File: config.mk
export PLATFORM = sky130hd
export DESIGN_NAME = alu_param
export DESIGN_NICKNAME = d
export VERILOG_FILES = /design/src/rtl/alu_param.sv
export SDC_FILE = /design/constraint.sdc
export NUM_CORES = 1
export LEC_CHECK = 0
export ABC_AREA = 1
export CAP_MARGIN = 10
export CORE_AREA = 2 2 138 140
export DETAILED_ROUTE_END_ITERATION = 16
export DIE_AREA = 0 0 140 142
export MAX_ROUTING_LAYER = met4
export PLACE_DENSITY = 0.53
export SETUP_SLACK_MARGIN = 0.3
export SYNTH_ARGS = -nofsm -noshare
export SYNTH_HDL_FRONTEND = slang
export SYNTH_SLANG_ARGS = --single-unit
File: constraint.sdc
create_clock -name clk -period 5.3 [get_ports clk]
set_input_delay 1.06 -clock clk [delete_from_list [all_inputs] [get_ports clk]]
set_output_delay 1.06 -clock clk [all_outputs]
set_load 0.03 [all_outputs]
File: src/rtl/alu_param.sv
// rtl/alu_param.sv - multi-cycle ALU: single-cycle logic/add/sub, Booth multiply, restoring divide.
module alu_param #(
  parameter int WIDTH = 8
) (
  input  logic               clk,
  input  logic               resetn,
  input  logic [WIDTH-1:0]   X,
  input  logic [WIDTH-1:0]   Y,
  input  logic [WIDTH-1:0]   A_divide,
  input  logic [2:0]         op,
  input  logic               BEGIN,
  output logic [2*WIDTH-1:0] OUT,
  output logic               END,
  output logic               BUSY,
  output logic               OVR,
  output logic               DIV0
);

  localparam int CW = $clog2(WIDTH) + 1;
  localparam logic [CW-1:0] CNT_INIT = CW'(WIDTH);
  localparam logic [CW-1:0] CNT_LAST = CW'(1);

  localparam logic [2:0] OP_AND = 3'b000;
  localparam logic [2:0] OP_OR  = 3'b001;
  localparam logic [2:0] OP_XOR = 3'b010;
  localparam logic [2:0] OP_ADD = 3'b011;
  localparam logic [2:0] OP_SUB = 3'b100;
  localparam logic [2:0] OP_MUL = 3'b101;
  localparam logic [2:0] OP_DIV = 3'b110;

  typedef enum logic [1:0] {S_IDLE, S_EXEC, S_DONE} state_t;

  state_t               r_state;
  state_t               w_next;
  logic [WIDTH-1:0]     r_x, r_y, r_a;
  logic [2:0]           r_op;
  logic [CW-1:0]        r_cnt;
  logic [WIDTH:0]       r_hi;
  logic [WIDTH-1:0]     r_lo;
  logic                 r_qm1;
  logic [2*WIDTH-1:0]   r_out;
  logic                 r_end, r_ovr, r_div0;

  logic                 w_start, w_long;
  logic [WIDTH:0]       w_m, w_bsum;
  logic [WIDTH:0]       w_shift, w_dsub;
  logic                 w_qbit;
  logic [WIDTH:0]       w_sum, w_diff;
  logic [2*WIDTH-1:0]   w_res;
  logic                 w_ovr, w_div0;

  // The END cycle is still IDLE, so BEGIN is refused there explicitly.
  assign w_start = (r_state == S_IDLE) && BEGIN && !r_end;
  assign w_long  = (op == OP_MUL) ||
                   ((op == OP_DIV) && (Y != '0) && (A_divide < Y));

  always_ff @(posedge clk or negedge resetn) begin
    if (!resetn) r_state <= S_IDLE;
    else         r_state <= w_next;
  end

  always_comb begin
    w_next = r_state;
    case (r_state)
      S_IDLE:  if (w_start) w_next = w_long ? S_EXEC : S_DONE;
      S_EXEC:  if (r_cnt == CNT_LAST) w_next = S_DONE;
      S_DONE:  w_next = S_IDLE;
      default: w_next = S_IDLE;
    endcase
  end

  // Booth step: M sign-extended by one bit so A - M cannot overflow for M = -2^(W-1).
  assign w_m = {r_x[WIDTH-1], r_x};
  always_comb begin
    w_bsum = r_hi;
    case ({r_lo[0], r_qm1})
      2'b01:   w_bsum = r_hi + w_m;
      2'b10:   w_bsum = r_hi - w_m;
      default: w_bsum = r_hi;
    endcase
  end

  assign w_shift = {r_hi[WIDTH-1:0], r_lo[WIDTH-1]};
  assign w_dsub  = w_shift - {1'b0, r_y};
  assign w_qbit  = (w_shift >= {1'b0, r_y});

  assign w_sum  = {1'b0, r_x} + {1'b0, r_y};
  assign w_diff = {1'b0, r_x} - {1'b0, r_y};

  always_comb begin
    w_res  = '0;
    w_ovr  = 1'b0;
    w_div0 = 1'b0;
    case (r_op)
      OP_AND: w_res[WIDTH-1:0] = r_x & r_y;
      OP_OR:  w_res[WIDTH-1:0] = r_x | r_y;
      OP_XOR: w_res[WIDTH-1:0] = r_x ^ r_y;
      OP_ADD: begin
        w_res[WIDTH:0] = w_sum;
        w_ovr = (r_x[WIDTH-1] == r_y[WIDTH-1]) && (w_sum[WIDTH-1] != r_x[WIDTH-1]);
      end
      OP_SUB: begin
        w_res[WIDTH:0] = w_diff;
        w_ovr = (r_x[WIDTH-1] != r_y[WIDTH-1]) && (w_diff[WIDTH-1] != r_x[WIDTH-1]);
      end
      OP_MUL: w_res = {r_hi[WIDTH-1:0], r_lo};
      OP_DIV: begin
        if (r_y == '0) begin
          w_res  = '1;
          w_ovr  = 1'b1;
          w_div0 = 1'b1;
        end else if (r_a >= r_y) begin
          w_res = '1;
          w_ovr = 1'b1;
        end else begin
          w_res = {r_hi[WIDTH-1:0], r_lo};
        end
      end
      default: w_res = '0;
    endcase
  end

  always_ff @(posedge clk or negedge resetn) begin
    if (!resetn) begin
      r_x    <= '0;
      r_y    <= '0;
      r_a    <= '0;
      r_op   <= '0;
      r_cnt  <= '0;
      r_hi   <= '0;
      r_lo   <= '0;
      r_qm1  <= 1'b0;
      r_out  <= '0;
      r_end  <= 1'b0;
      r_ovr  <= 1'b0;
      r_div0 <= 1'b0;
    end else begin
      r_end <= (r_state == S_DONE);
      if (w_start) begin
        r_x   <= X;
        r_y   <= Y;
        r_a   <= A_divide;
        r_op  <= op;
        r_cnt <= CNT_INIT;
        r_qm1 <= 1'b0;
        if (op == OP_MUL) begin
          r_hi <= '0;
          r_lo <= Y;
        end else begin
          r_hi <= {1'b0, A_divide};
          r_lo <= X;
        end
      end else if (r_state == S_EXEC) begin
        r_cnt <= r_cnt - CNT_LAST;
        if (r_op == OP_MUL) begin
          r_hi  <= {w_bsum[WIDTH], w_bsum[WIDTH:1]};
          r_lo  <= {w_bsum[0], r_lo[WIDTH-1:1]};
          r_qm1 <= r_lo[0];
        end else begin
          r_hi <= w_qbit ? w_dsub : w_shift;
          r_lo <= {r_lo[WIDTH-2:0], w_qbit};
        end
      end else if (r_state == S_DONE) begin
        r_out  <= w_res;
        r_ovr  <= w_ovr;
        r_div0 <= w_div0;
      end
    end
  end

  assign OUT  = r_out;
  assign END  = r_end;
  assign BUSY = (r_state != S_IDLE);
  assign OVR  = r_ovr;
  assign DIV0 = r_div0;

endmodule

[After elaboration in Yosys (flattened, before gate mapping)]
Index checks and enable logic that the tools add are counted.
Operators by class
  add/sub/neg operators: 6
  mux-type cells: 29
  order comparisons: 3
  equality and inequality tests: 19
  multipliers: 0
  shift operators: 0
  reductions and logical operators: 18
  bitwise operators: 5
  div/mod/pow operators: 0
Operators with widths (number)
  one-hot mux 8 bit (7 select lines): 1
  two-way mux 8 bit: 5
  two-way mux 9 bit: 4
  two-way mux 16 bit: 2
  one-hot mux 9 bit (2 select lines): 1
  equality test 3 bit (second input constant): 5
  one-hot mux 7 bit (2 select lines): 1
  adder 8 x 8 -> 9 bit: 1
  adder 9 bit: 1
  greater-or-equal comparator 9 x 8 -> 1 bit: 1
  subtractor 8 x 8 -> 9 bit: 1
  subtractor 9 x 8 -> 9 bit: 1
  subtractor 9 bit: 1
  bitwise AND 8 bit: 1
  greater-or-equal comparator 8 bit: 1
  logical NOT 8 bit: 1
  < comparator 8 bit: 1
  two-way mux 4 bit: 2
  bitwise OR 8 bit: 1
  nonzero test 8 bit: 1
  bitwise XOR 8 bit: 1
  two-way mux 1 bit: 7
  equality test 3 x 2 -> 1 bit (second input constant): 2
  logical AND 1 bit: 6
  other kinds (20): 31
Storage, ports and cells
  input bits: 30
  bits in latches: 0
  output and inout port bits: 20
  word-level logic and storage cells: 93
  memory bits (writable): 0
  flip-flop bits (word level): 70
  bits in read-only memories: 0
  memories: 0

[Logic depth before layout (Yosys ltp)]
Gate-level depths: netlist (run 1).
  word-level depth: 7
  depth in mapped cells: 21
  mapped depth without buffers: 21

[Worst setup path before layout (run 1)]
Ideal clock, no wire load.
  path type: reg-to-reg
  start: reg r_x[1]
  end: reg r_hi[8]
  data required time: 5.186 ns
  arrival: 2.326 ns
  library setup time: 0.114 ns
  clock period less this slack: 2.440 ns
  cell stages (with the launch flop): 22
  path slack: 2.860 ns
  path buffers: 0
  cells stage by stage: dfrtp_1 inv_1 ha_1 inv_1 nor2_1 nand3_1 nand2_1 xor2_1 inv_1 ha_1 nand2_1 inv_1 a21oi_1 nand2_1 inv_1 nand2_1 nand3_1 nand2_1 nand3_1 nand3_1 nand3_1 inv_1
On the way
  longest elaborated chain between the ends: 5
  elaborated cells between the ends (all ways): 6
  those cells by class: add/sub (2); mux (4)
RTL lines
  start: declaration: line 35  | logic [WIDTH-1:0] r_x, r_y, r_a;
  start signal: assignment: line 125  | r_x <= '0;
  start signal: assignment: line 140  | r_x <= X;
  subtractor 9 bit / adder 9 bit (equally long branches): line 78, 77
  one-hot mux 9 bit (2 select lines) *: line 76  | case ({r_lo[0], r_qm1})
  two-way mux 9 bit *: line 155  | if (r_op == OP_MUL) begin
  two-way mux 9 bit *: line 153  | end else if (r_state == S_EXEC) begin
  two-way mux 9 bit *: line 139  | if (w_start) begin
  end signal: assignment: line 150  | r_hi <= {1'b0, A_divide};
  end signal: assignment: line 156  | r_hi <= {w_bsum[WIDTH], w_bsum[WIDTH:1]};
  end signal: assignment: line 160  | r_hi <= w_qbit ? w_dsub : w_shift;
  end: declaration: line 38  | logic [WIDTH:0] r_hi;
Every way passes the cells marked *; elsewhere a longest branch is shown, timed or not. The select of a mux whose other input is x is not followed.
A chain may end at the register's enable or synchronous reset.

[Worst setup path after layout (run 1)]
  start: in op[0]
  end: reg r_lo[0]
On the way
  longest elaborated chain between the ends: 3
RTL lines
  start: declaration: line 10  | input logic [2:0] op,
  equality test 3 bit: line 146  | if (op == OP_MUL) begin
  two-way mux 8 bit: line 146
  two-way mux 8 bit: line 139
  end signal: assignment: line 157  | r_lo <= {w_bsum[0], r_lo[WIDTH-1:1]};
  end signal: assignment: line 161  | r_lo <= {r_lo[WIDTH-2:0], w_qbit};
  end: declaration: line 39  | logic [WIDTH-1:0] r_lo;
Every way passes these cells.

==> results of run 1 <==
cells by family (layout without fill, tap and decap cells):
group / after synthesis / count (layout)
and+or+nand+nor: 345 / 345
adders and majority gates: 63 / 63
DFF: 70 / 70
buffers and inverters: 134 / 175
xor gates and xnor gates: 14 / 14
AOI/OAI and AO/OA: 181 / 181
flip-flops by register name (all words and copies together) (netlist names), 2 cells and up:
name,cells
OUT,16
r_a,8
r_cnt,4
r_hi,9
r_lo,8
r_op,3
r_state,2
r_x,8
r_y,8
layer usage:
| metal | wire length [um] | global-route usage (%) |
|---|---|---|
| met1 | 9230 | 27.2 |
| met3 | 872 | 4.37 |
| met2 | 7860 | 28.9 |
| met4 | 157 | 3.83 |
| met5 | 0 | - |
layout make-up:
type	count	area [um2]
Timing Repair Buffer	50	495
Clock buffer	13	260
Multi-Input combinational cell	603	3510
Tap cell	234	293
Inverter	109	409
Sequential cell	70	1750
Fill cell	1976	11700
Clock inverter	3	42.5
worst min path at each step:
stage	endpoint	startpoint
2_1_floorplan	r_a[1]$_DFFE_PN0P_	r_a[1]$_DFFE_PN0P_
3_3_place_gp	OUT[4]$_DFFE_PN0P_	OUT[4]$_DFFE_PN0P_
3_5_place_dp	OUT[7]$_DFFE_PN0P_	OUT[7]$_DFFE_PN0P_
4_1_cts	OUT[7]$_DFFE_PN0P_	OUT[7]$_DFFE_PN0P_
5_1_grt	OUT[1]$_DFFE_PN0P_	OUT[1]$_DFFE_PN0P_
6_report	OUT[7]$_DFFE_PN0P_	OUT[7]$_DFFE_PN0P_
through the flow:
step | worst slack (ns) | instances | util, % | hold WS (ns) | instance area [um2]
6_report | 2.29 | 1082 | 36.6 | 0.476 | 6760
5_1_grt | 1.99 | 1082 | 36.6 | 0.496 | 6760
4_1_cts | 2.31 | 1082 | 36.6 | 0.481 | 6760
3_5_place_dp | 1.96 | 1066 | 35.0 | 0.465 | 6460
3_3_place_gp | 1.91 | 1066 | 35.0 | 0.463 | 6460
2_1_floorplan | 2.86 | 807 | - | 0.446 | 5810
critical path, cell delays in order:
cell,delay (ns)
clkdlybuf4s50_1,0.48
inv_1,0.06
nor3_2,0.72
inv_1,0.39
nand2_1,0.13
o21ai_0,0.08
nand2_1,0.06
o21ai_0,0.08
nand2_1,0.06
o21ai_0,0.08
cell usage after synthesis (4+ instances only):
| cell type | n |
|---|---|
| a21oi_1 | 57 |
| a221oi_1 | 5 |
| a31oi_1 | 15 |
| buf_2 | 10 |
| buf_6 | 4 |
| clkbuf_1 | 9 |
| dfrtp_1 | 70 |
| fa_1 | 4 |
| ha_1 | 59 |
| inv_1 | 104 |
| inv_2 | 5 |
| nand2_1 | 207 |
| nand3_1 | 54 |
| nand4_1 | 9 |
| nor2_1 | 52 |
| nor3_1 | 5 |
| nor4_1 | 4 |
| o211ai_1 | 13 |
| o21ai_0 | 56 |
| o22ai_1 | 7 |
| o31ai_1 | 4 |
| xor2_1 | 11 |
==> metrics.md, run 1 <==
| Metric | Value |
|---|---|
| Final Cycle Share | `56.8%` |
| Yosys cell types | `46` |
| Post-Syn Instances | `807` |
| CP Launch Type | `primary input` |
| Starting density of the core | `31.5%` |
| Chip height | `142 um` |
| Proportion of synthesized area in mux cells | `0%` |
| Mean post-synth cell area | `7.20 um2` |
| Num CTS Buffers | `9` |
| Seq/Total Area, Yosys | `30.1%` |
| Tmin final | `3.01 ns` |
| Diodes inserted | `0` |
| Worst Setup SP | `op[0]` |
| First-pass GRT wire length | `29000 um` |
| Hold Path Class | `flip-flop to flip-flop` |
| R2r startpoint | `r_x[1]$_DFFE_PN0P_` |
| Warnings from Yosys | `0` |
| Final nets | `936` |
| H-tree levels | `3` |
| Worst path required time | `5.51 ns` |
| TritonCTS clock tree | `built` |
| Die area | `19900 um2` |
| Flop-to-flop setup slack | `2.32 ns` |
| Status | `finished, violations left` |
| Dominant cell type by area after synthesis | `dfrtp_1` |
| Via density per instance | `4.98` |
| Synth Register Bits | `70` |
| Gpl congestion | `0.887` |
| Xor-xnor portion of the synthesized cell area | `2.11%` |
| Clk slew on worst S/H paths | `0.06 ns` |
| Adder-cell share of the synthesized area | `14.1%` |
| Simple-gate share of the synthesized area | `25.8%` |
| Hold Vio Cnt, Final | `0` |
| Core Box Area | `18500 um2` |
| Worst Path Class, Setup | `primary input to flip-flop` |
| Number of global-route vias before repair | `5186` |
| Cell area after synthesis | `5810 um2` |
| Area Overhead vs Synth | `16.3%` |
| PortBufs | `49` |
| Slew headroom | `36.5%` |
| Max Fclk | `332 MHz` |
| Wire per inst | `16.7 um` |
| Cells on worst reg2reg path | `20` |
| Area share of the leading cell type in the synthesized netlist | `30.1%` |
| Mapped Nets | `900` |
| Crit path DAT | `3.22 ns` |
| Rows | `50` |
| Antenna violations before repair | `0` |
| Layout cells sized above 1 | `4.72%` |
| Max_cap viols | `0` |
| Min-Delay Path Depth | `2` |
| Unrepaired setup endpoints after global routing | `false` |
| GR Overflow Total | `0` |
| Post-DP HPWL | `13900 um` |
| Skew-Pair Late Insertion Delay | `0.35 ns` |
| Total GRT Usage | `19.4%` |
| CTS root buf | `clkbuf_16` |
| Initial DRT Pass Iterations | `11` |
| CP max FO | `15` |
| Drt total wl | `18100 um` |
| Compound-Gate Fraction of Synth Area | `18.4%` |
| Setup_tns | `0 ns` |
| Num Clock Sinks | `70` |
| Largest net degree at the start of global routing | `71` |
| # DRC | `4` |
| Post-CTS setup-driven buffer insertion count | `0` |
| Failing checks | `design-rule violations` |
| Commonest cells after routing, fill and taps aside | `207 x nand2_1, 104 x inv_1, 70 x dfrtp_1` |
| Finish-stage setup viols | `0` |
| Post-synth EDFFs | `0` |
| CTS resizes | `0` |
| Top post-synthesis cells by area | `dfrtp_1 30%, nand2_1 13%, ha_1 13%, inv_1 6.7%, a21oi_1 4.9%` |
| Max Transition Viols Final | `0` |
| Clock skew | `0.00680 ns` |
| Worst r2r dst | `r_hi[7]$_DFFE_PN0P_` |
| Final ANT Viol Nets | `0` |
| Horiz. Die Dim | `140 um` |
| IO Count | `50` |
| Post-synth ARST share | `100%` |
| Via count | `5387` |
| Ys flop type | `dfrtp_1` |
| Clk buf depth | `2` |
| Initial drt markers | `320` |
| Combinational family with the most area after synthesis | `simple AND/OR/NAND/NOR gates` |
| Commonest non-fill, non-tap cell in the layout | `nand2_1` |
| Hold Buf Count CTS | `0` |
| Crit path capture | `r_lo[0]$_DFFE_PN0P_` |
| Worst setup EP type | `flip-flop` |
| Worst Max-Slew Pin Slew | `0.952 ns` |
Power of run 1 is left out: the tool's default activity adds up to more than one toggle a clock period on the data nets, which glitch-free logic cannot reach.
==> inputs of run 2 (changes only) <==
--- a/config.mk
+++ b/config.mk
@@ -11,7 +11,7 @@
 export DETAILED_ROUTE_END_ITERATION = 16
 export DIE_AREA = 0 0 140 142
 export MAX_ROUTING_LAYER = met4
-export PLACE_DENSITY = 0.53
+export PLACE_DENSITY = 0.55
 export SETUP_SLACK_MARGIN = 0.3
 export SYNTH_ARGS = -nofsm -noshare
 export SYNTH_HDL_FRONTEND = slang
==> constraint.sdc (replaced) <==
create_clock -name clk -period 2.5 [get_ports clk]
set_input_delay 0.5 -clock clk [delete_from_list [all_inputs] [get_ports clk]]
set_output_delay 0.5 -clock clk [all_outputs]
set_load 0.03 [all_outputs]
==> metrics.md, run 2 (same netlist as run 1, synthesis figures left out) <==
| Metric | Value |
|---|---|
| Slew headroom | `61.9% (+25 points)` |
| TritonCTS clock tree | `built` |
| Commonest cells after routing, fill and taps aside | `195 x nand2_1, 90 x inv_1, 70 x buf_4` |
| Final nets | `1007 (+7.6%)` |
| Final ANT Viol Nets | `0 (unchanged)` |
| GR Overflow Total | `0 (unchanged)` |
| Skew-Pair Late Insertion Delay | `0.35 ns (about the same)` |
| Number of global-route vias before repair | `5504 (+6.1%)` |
| CP peak stage delay | `0.42 ns (-0.30 ns)` |
| Total GRT Usage | `20.1% (+0.76 points)` |
| CP Launch Type | `flip-flop` |
| Via density per instance | `5.07 (+1.8%)` |
| Horiz. Die Dim | `140 um (unchanged)` |
| Worst setup EP type | `flip-flop` |
| Chip height | `142 um (unchanged)` |
| Clk buf depth | `2 (unchanged)` |
| Clk slew on worst S/H paths | `0.06 ns (about the same)` |
| CTS root buf | `clkbuf_16` |
| Max Transition Viols Final | `0 (unchanged)` |
| Die area | `19900 um2 (unchanged)` |
| Core Box Area | `18500 um2 (unchanged)` |
| Num Clock Sinks | `70 (unchanged)` |
| First-pass GRT wire length | `30000 um (+3.6%)` |
| CP Cell Sequence | `nor3_2 -> nand2_1 -> o31ai_2 -> xor2_1 -> ha_1 -> nand2_2 -> inv_1 -> a21oi_2 -> nand2_2 -> inv_2 -> nand2_2 -> nand4_1 -> nand3_2 -> nand2_1 -> nand2_1 -> a21oi_2` |
| Starting density of the core | `31.5% (unchanged)` |
| Final Cycle Share | `96.2%` |
| Finish-stage setup viols | `0 (unchanged)` |
| IO Count | `50 (unchanged)` |
| Finished Layout Cells | `1153 (+6.6%)` |
| Setup_tns | `0 ns (unchanged)` |
| Antenna violations before repair | `0 (unchanged)` |
| Placed cells | `1103 (+3.5%)` |
| Initial DRT Pass Iterations | `11 (unchanged)` |
| Cell family with most CP delay | `simple AND/OR/NAND/NOR gates` |
| Rows | `50 (unchanged)` |
| Slowest-stage cell, CP | `dfrtp_1` |
| Largest net degree at the start of global routing | `70 (-1.4%)` |
| CP Buf/Inv Count | `2 (-1)` |
| Max Fclk | `416 MHz` |
| Hold Vio Cnt, Final | `0 (unchanged)` |
| Crit path DAT | `2.69 ns (-0.53 ns)` |
| Commonest non-fill, non-tap cell in the layout | `nand2_1` |
| Worst path required time | `2.78 ns (-2.73 ns)` |
| Max_cap viols | `0 (unchanged)` |
| CP max FO | `4 (-11)` |
| # DRC | `5 (+1)` |
| Hold Path Class | `primary input to asynchronous set/reset pin` |
| Initial drt markers | `458 (+43%)` |
| Num CTS Buffers | `9 (unchanged)` |
| Worst Max-Slew Pin Slew | `0.571 ns (-0.381 ns)` |
| Post-DP HPWL | `14700 um (+5.2%)` |
| Worst Path Class, Setup | `flip-flop to flip-flop` |
| Hold Buf Count CTS | `0 (unchanged)` |
| Clock skew | `0.00975 ns (+0.00295 ns)` |
| H-tree levels | `3 (unchanged)` |
| Wire per inst | `16.5 um (-1.2%)` |
| Layout cells sized above 1 | `21.2% (+17 points)` |
| Unrepaired setup endpoints after global routing | `true` |
| Max FFs per register | `16 (unchanged)` |
| Tmin final | `2.40 ns` |
| Status | `finished, violations left` |
| Via count | `5846 (+8.5%)` |
| Diodes inserted | `0 (unchanged)` |
| Failing checks | `design-rule violations` |
| Area Overhead vs Synth | `32.5%` |
| PortBufs | `49 (unchanged)` |
| Drt total wl | `19100 um (+5.3%)` |
| Gpl congestion | `0.896 (+1.0%)` |
-- run 2: changes by cell type in the layout (fill, tap and decap cells not counted), sizes merged --
| cell | previous run | this run |
|---|---|---|
| buf | 2 | 73 |
| clkbuf | 13 | 11 |
| clkinvlp | 1 | 4 |
| inv | 109 | 108 |
-- run 2: worst reg2reg max path, cell delays in order (launching register included) --
cell and delay (ns):
dfrtp_1 0.42, nor3_2 0.21, nand2_1 0.11, o31ai_2 0.25, xor2_1 0.19, ha_1 0.29, nand2_2 0.09, inv_1 0.05
a21oi_2 0.12, nand2_2 0.08, inv_2 0.05, nand2_2 0.06, nand4_1 0.08, nand3_2 0.10, nand2_1 0.08, nand2_1 0.06
a21oi_2 0.10
-- run 2: stage by stage --
stage               hold WS [ns]  instance area (um2)  util, %  worst slack (ns)
floorplan                  0.204                 5890        -             0.265
global placement           0.460                 6820     37.0            0.0748
detailed placement         0.465                 6820     37.0            0.0483
CTS                        0.135                 7220     39.1             0.125
global route               0.158                 7700     41.7            -0.152
finish                     0.117                 7700     41.7            0.0953
-- run 2: worst paths after layout --
kind	from	end	slack (ns)	cells past startpoint
setup / recovery	r_x[0]$_DFFE_PN0P_	r_hi[7]$_DFFE_PN0P_	0.1	16
hold / removal	resetn	r_op[0]$_DFFE_PN0P_	0.12	1
setup reg to reg	r_x[0]$_DFFE_PN0P_	r_hi[7]$_DFFE_PN0P_	0.1	16
hold reg to reg	r_a[1]$_DFFE_PN0P_	r_a[1]$_DFFE_PN0P_	0.47	2
max in group asynchronous	resetn	OUT[8]$_DFFE_PN0P_	1.75	2
min in group clk	r_a[1]$_DFFE_PN0P_	r_a[1]$_DFFE_PN0P_	0.47	2
-- run 2: layout make-up --
type                       count  area [um2]
clock inverter                 5        58.8
timing repair buffer         121        1050
sequential                    70        1760
fill                        1901       10800
multi-input combinational    603        3870
clock buffer                  11         243
inverter                     109         429
tap                          234         293
-- run 2: what timing repair did --
action,CTS,global route
endpoints found under the setup margin,25,27
pin swaps,11,31
buffers inserted,6,28
resized for setup,19,74
cloned,0,0
-- run 2: per-layer routing --
metal	global-route usage (%)	routed length, um	vias to the layer above	part of all wire, %
li1	-	-	2920	-
met1	27.5	9090	2730	48
met2	30.6	8580	162	45
met3	3.26	978	34	5.1
met4	6.65	428	0	2.2
met5	-	0	-	0
Power of run 2 is left out for the same reason.
==> inputs of run 3 (changes only) <==
--- a/config.mk
+++ b/config.mk
@@ -13,6 +13,7 @@
 export MAX_ROUTING_LAYER = met4
 export PLACE_DENSITY = 0.55
 export SETUP_SLACK_MARGIN = 0.3
+export SLEW_MARGIN = 20
 export SYNTH_ARGS = -nofsm -noshare
 export SYNTH_HDL_FRONTEND = slang
 export SYNTH_SLANG_ARGS = --single-unit
==> results of run 3 <==
The final DEF is identical to that of run 2; final timing and power are the same.
Power of run 3 is left out for the same reason.
==> RTL change 1: new RTL, config.mk and constraints of run 3 <==
Encoding of `state_t`: now one-hot (3 bits for 3 states).
--- a/src/rtl/alu_param.sv
+++ b/src/rtl/alu_param.sv
@@ -28,7 +28,7 @@
   localparam logic [2:0] OP_MUL = 3'b101;
   localparam logic [2:0] OP_DIV = 3'b110;
 
-  typedef enum logic [1:0] {S_IDLE, S_EXEC, S_DONE} state_t;
+  typedef enum logic [2:0] {S_IDLE = 3'b001, S_EXEC = 3'b010, S_DONE = 3'b100} state_t;
 
   state_t               r_state;
   state_t               w_next;
Behaviour: same outputs for any inputs over 10 cycles, from zero or initial values and one cycle with resetn low; not proved beyond that.
==> RTL change 1 against run 3 <==
- the run still ends with DRC left
- final cell count down 1.2%
- setup slack worse by 50 ps
- critical path depth up 5
- sequential cell count up 1
- final area about the same
- wire length up 2.2%
- area after synthesis down 1.3%
- via count down 0.75%
- critical endpoint unchanged
Power is not shown: default switching activity piles up to over one toggle a cycle in this logic, so the estimate is an artifact.
==> RTL change 1: results <==
metrics = {
    "cts": {
        "ctsResizeCount": 33,
        "cts_setup_buffers": 14,
    },
    "global_routing": {
        "use_met3": 0.0357,
        "grt_max_degree": 45,
        "grt_use_total": 0.208,
        "grt_pass1_wl_um": 30900,
        "use_met1": 0.270,
        "grt_util_met2": 0.335,
    },
    "yosys": {
        "syn-instance-count": 795,
        "netlist_top_cells_count": "nand2_1 (198), inv_1 (94), a21oi_1 (71)",
        "yosys-top-cells-area": "dfrtp_1 (31%), nand2_1 (13%), ha_1 (13%)",
    },
    "worst_setup_path": {
        "r2r-start": "r_x[1]$_DFFE_PN0P_",
        "slowest_delay_ps": 450,
        "r2r_cells": 21,
        "crit_arrival_ps": 2740,
        "slowest_stage": "dfrtp_2",
    },
    "layout": {
        "final-instance-count-excl-fill": 1139,
        "drive_gt1_frac": 0.220,
        "fillers": 1905,
        "fin_nets": 993,
        "antennaDiodeCount": 0,
    },
    "outcome": {
        "status": "finished with violations",
        "violations": "DRC",
    },
    "sta": {
        "skew_ps": 12.0,
        "hold_slack_ps": 106,
        "fin_ws_ps": 45.5,
        "slew_headroom": 0.549,
    },
    "placed_design": {
        "place_ws_ps": 49.2,
        "dpl.hpwl_um": 15100,
        "place_area_mm2": 0.00690,
    },
    "drt": {
        "dr_wl_met2_um": 9010,
        "drc": 3,
        "dr.pass1.iters": 13,
        "wl_met3_um": 829,
        "wl_um": 19500,
        "wl_met1_um": 9270,
        "drt_iter0_markers": 350,
    },
}
[RTL change 1: cell types whose count changed in the layout (fill, tap and decap cells not counted), sizes merged, moves of 4 or more]
cell	before	now
o21ai	60	74
a21oi	60	72
a31oi	15	8
inv	108	101
nor2	55	48
nand2	212	206
nand4	9	14
buf	73	69
nand3	55	51
o211ai	13	9
[RTL change 1: cell families (layout without fill, tap and decap cells)]
group / after synthesis / in the layout / synth area share
simple gates: 332 / 332 / 0.253
compound gates: 192 / 192 / 0.189
buf+inv: 125 / 235 / 0.0872
flops: 71 / 71 / 0.310
fa+ha+maj: 63 / 63 / 0.143
xor+xnor: 12 / 12 / 0.0183
[RTL change 1: layout make-up]
type | instances | area (µm²) | area share
multi-input cells | 599 | 3870 | 0.502
clock buffers | 10 | 239 | 0.0310
well taps | 234 | 293 | 0.0380
repair inverters | 1 | 7.51 | 0.000974
repair buffers | 117 | 1040 | 0.135
inverters | 101 | 388 | 0.0503
clock inverters | 6 | 91.3 | 0.0118
flip-flops and latches | 71 | 1780 | 0.231
==> RTL change 2: new RTL, settings of run 3 <==
Made on the original files. Set the parameter `WIDTH` to 4 (it was 8).
--- a/src/rtl/alu_param.sv
+++ b/src/rtl/alu_param.sv
@@ -1,6 +1,6 @@
 // rtl/alu_param.sv - multi-cycle ALU: single-cycle logic/add/sub, Booth multiply, restoring divide.
 module alu_param #(
-  parameter int WIDTH = 8
+  parameter int WIDTH = 4
 ) (
   input  logic               clk,
   input  logic               resetn,
Interface: changed (resized A_divide, OUT, X and Y); port bits go from 50 to 30. No check against the original RTL was run, so the function may have changed too.
==> RTL change 2 against run 3 <==
- the run still ends with DRC left
- worst hold slack worse by 26 ps
- final area decreased by 49%
- wire length shrank 53%
- largest cell class unchanged
- area after synthesis fell by 47%
- die area unchanged
- setup slack better by 340 ps
- synthesized cell count shrank 49%
- critical path depth shrank 2
- clock skew shrank 5.7 ps
- sequential cell count is 29 lower
==> RTL change 2: results <==
metrics = {
    "yosys": {
        "ys_seq_area_frac": 0.331,
        "yosys-top-cells-area": "dfrtp_1 (33%), ha_1 (13%), nand2_1 (12%)",
        "ys_types": 36,
        "netlist_top_cells_count": "nand2_1 (95), inv_1 (57), dfrtp_1 (41)",
    },
    "drt": {
        "drc": 2,
        "wl_met3_um": 400,
        "wl_met1_um": 4660,
        "dr_wl_met2_um": 3850,
    },
    "placed_design": {
        "io_buffers": 29,
        "gp_congestion": 0.880,
        "place_ws_ps": 233,
        "dpl.hpwl_um": 7060,
    },
    "sta": {
        "slew_headroom": 0.730,
        "hold_slack_ps": 91.3,
        "skew_ps": 4.05,
        "finalCritPeriodShare": 0.826,
    },
    "global_routing": {
        "grt_pass1_wl_um": 14900,
        "grt_max_degree": 27,
    },
    "worst_setup_path": {
        "slowest_delay_ps": 440,
        "crit_end": "r_hi[4]$_DFFE_PN0P_",
        "r2r-start": "r_lo[0]$_DFFE_PN0P_",
        "critPathTopFamily": "adder cells",
        "slowest_stage": "dfrtp_2",
        "crit_arrival_ps": 2230,
        "cp_max_fo": 7,
    },
    "cts": {
        "numCtsBuffers": 5,
        "h-tree-depth": 2,
        "insertion_delay_ps": 290,
        "clock_sinks": 41,
    },
    "layout": {
        "buffers_excl_clock": 40,
        "multi_input_cells": 299,
        "inverters": 63,
        "layout.nonclk_buf_frac": 0.0935,
        "drive_gt1_frac": 0.115,
    },
    "outcome": {
        "violations": "DRC",
        "status": "finished with violations",
    },
}
RTL change 2: logic make-up after synthesis:
family,count (synthesis),share of synthesized area
xor gates and xnor gates,7,0.0198
DFF,41,0.331
AOI/OAI and AO/OA,85,0.158
and+or+nand+nor,172,0.251
adders and majority gates,35,0.151
buffers and inverters,70,0.0889
RTL change 2: power by group:
group	switching, mW	internal (mW)	total [mW]
Sequential	0.324	0.966	1.29
Clock	0.292	0.371	0.663
Combinational	2.39	1.58	3.97
Total	3.01	2.91	5.92
RTL change 2: repair_timing:
| action | in CTS | in global routing |
|---|---|---|
| setup endpoints to repair | 4 | 5 |
| cloned | 0 | 0 |
| pin swaps | 0 | 2 |
| hold buffers | 0 | 0 |
| gates resized for setup | 2 | 17 |
| hold endpoints to repair | 0 | 0 |
| setup buffers | 0 | 3 |
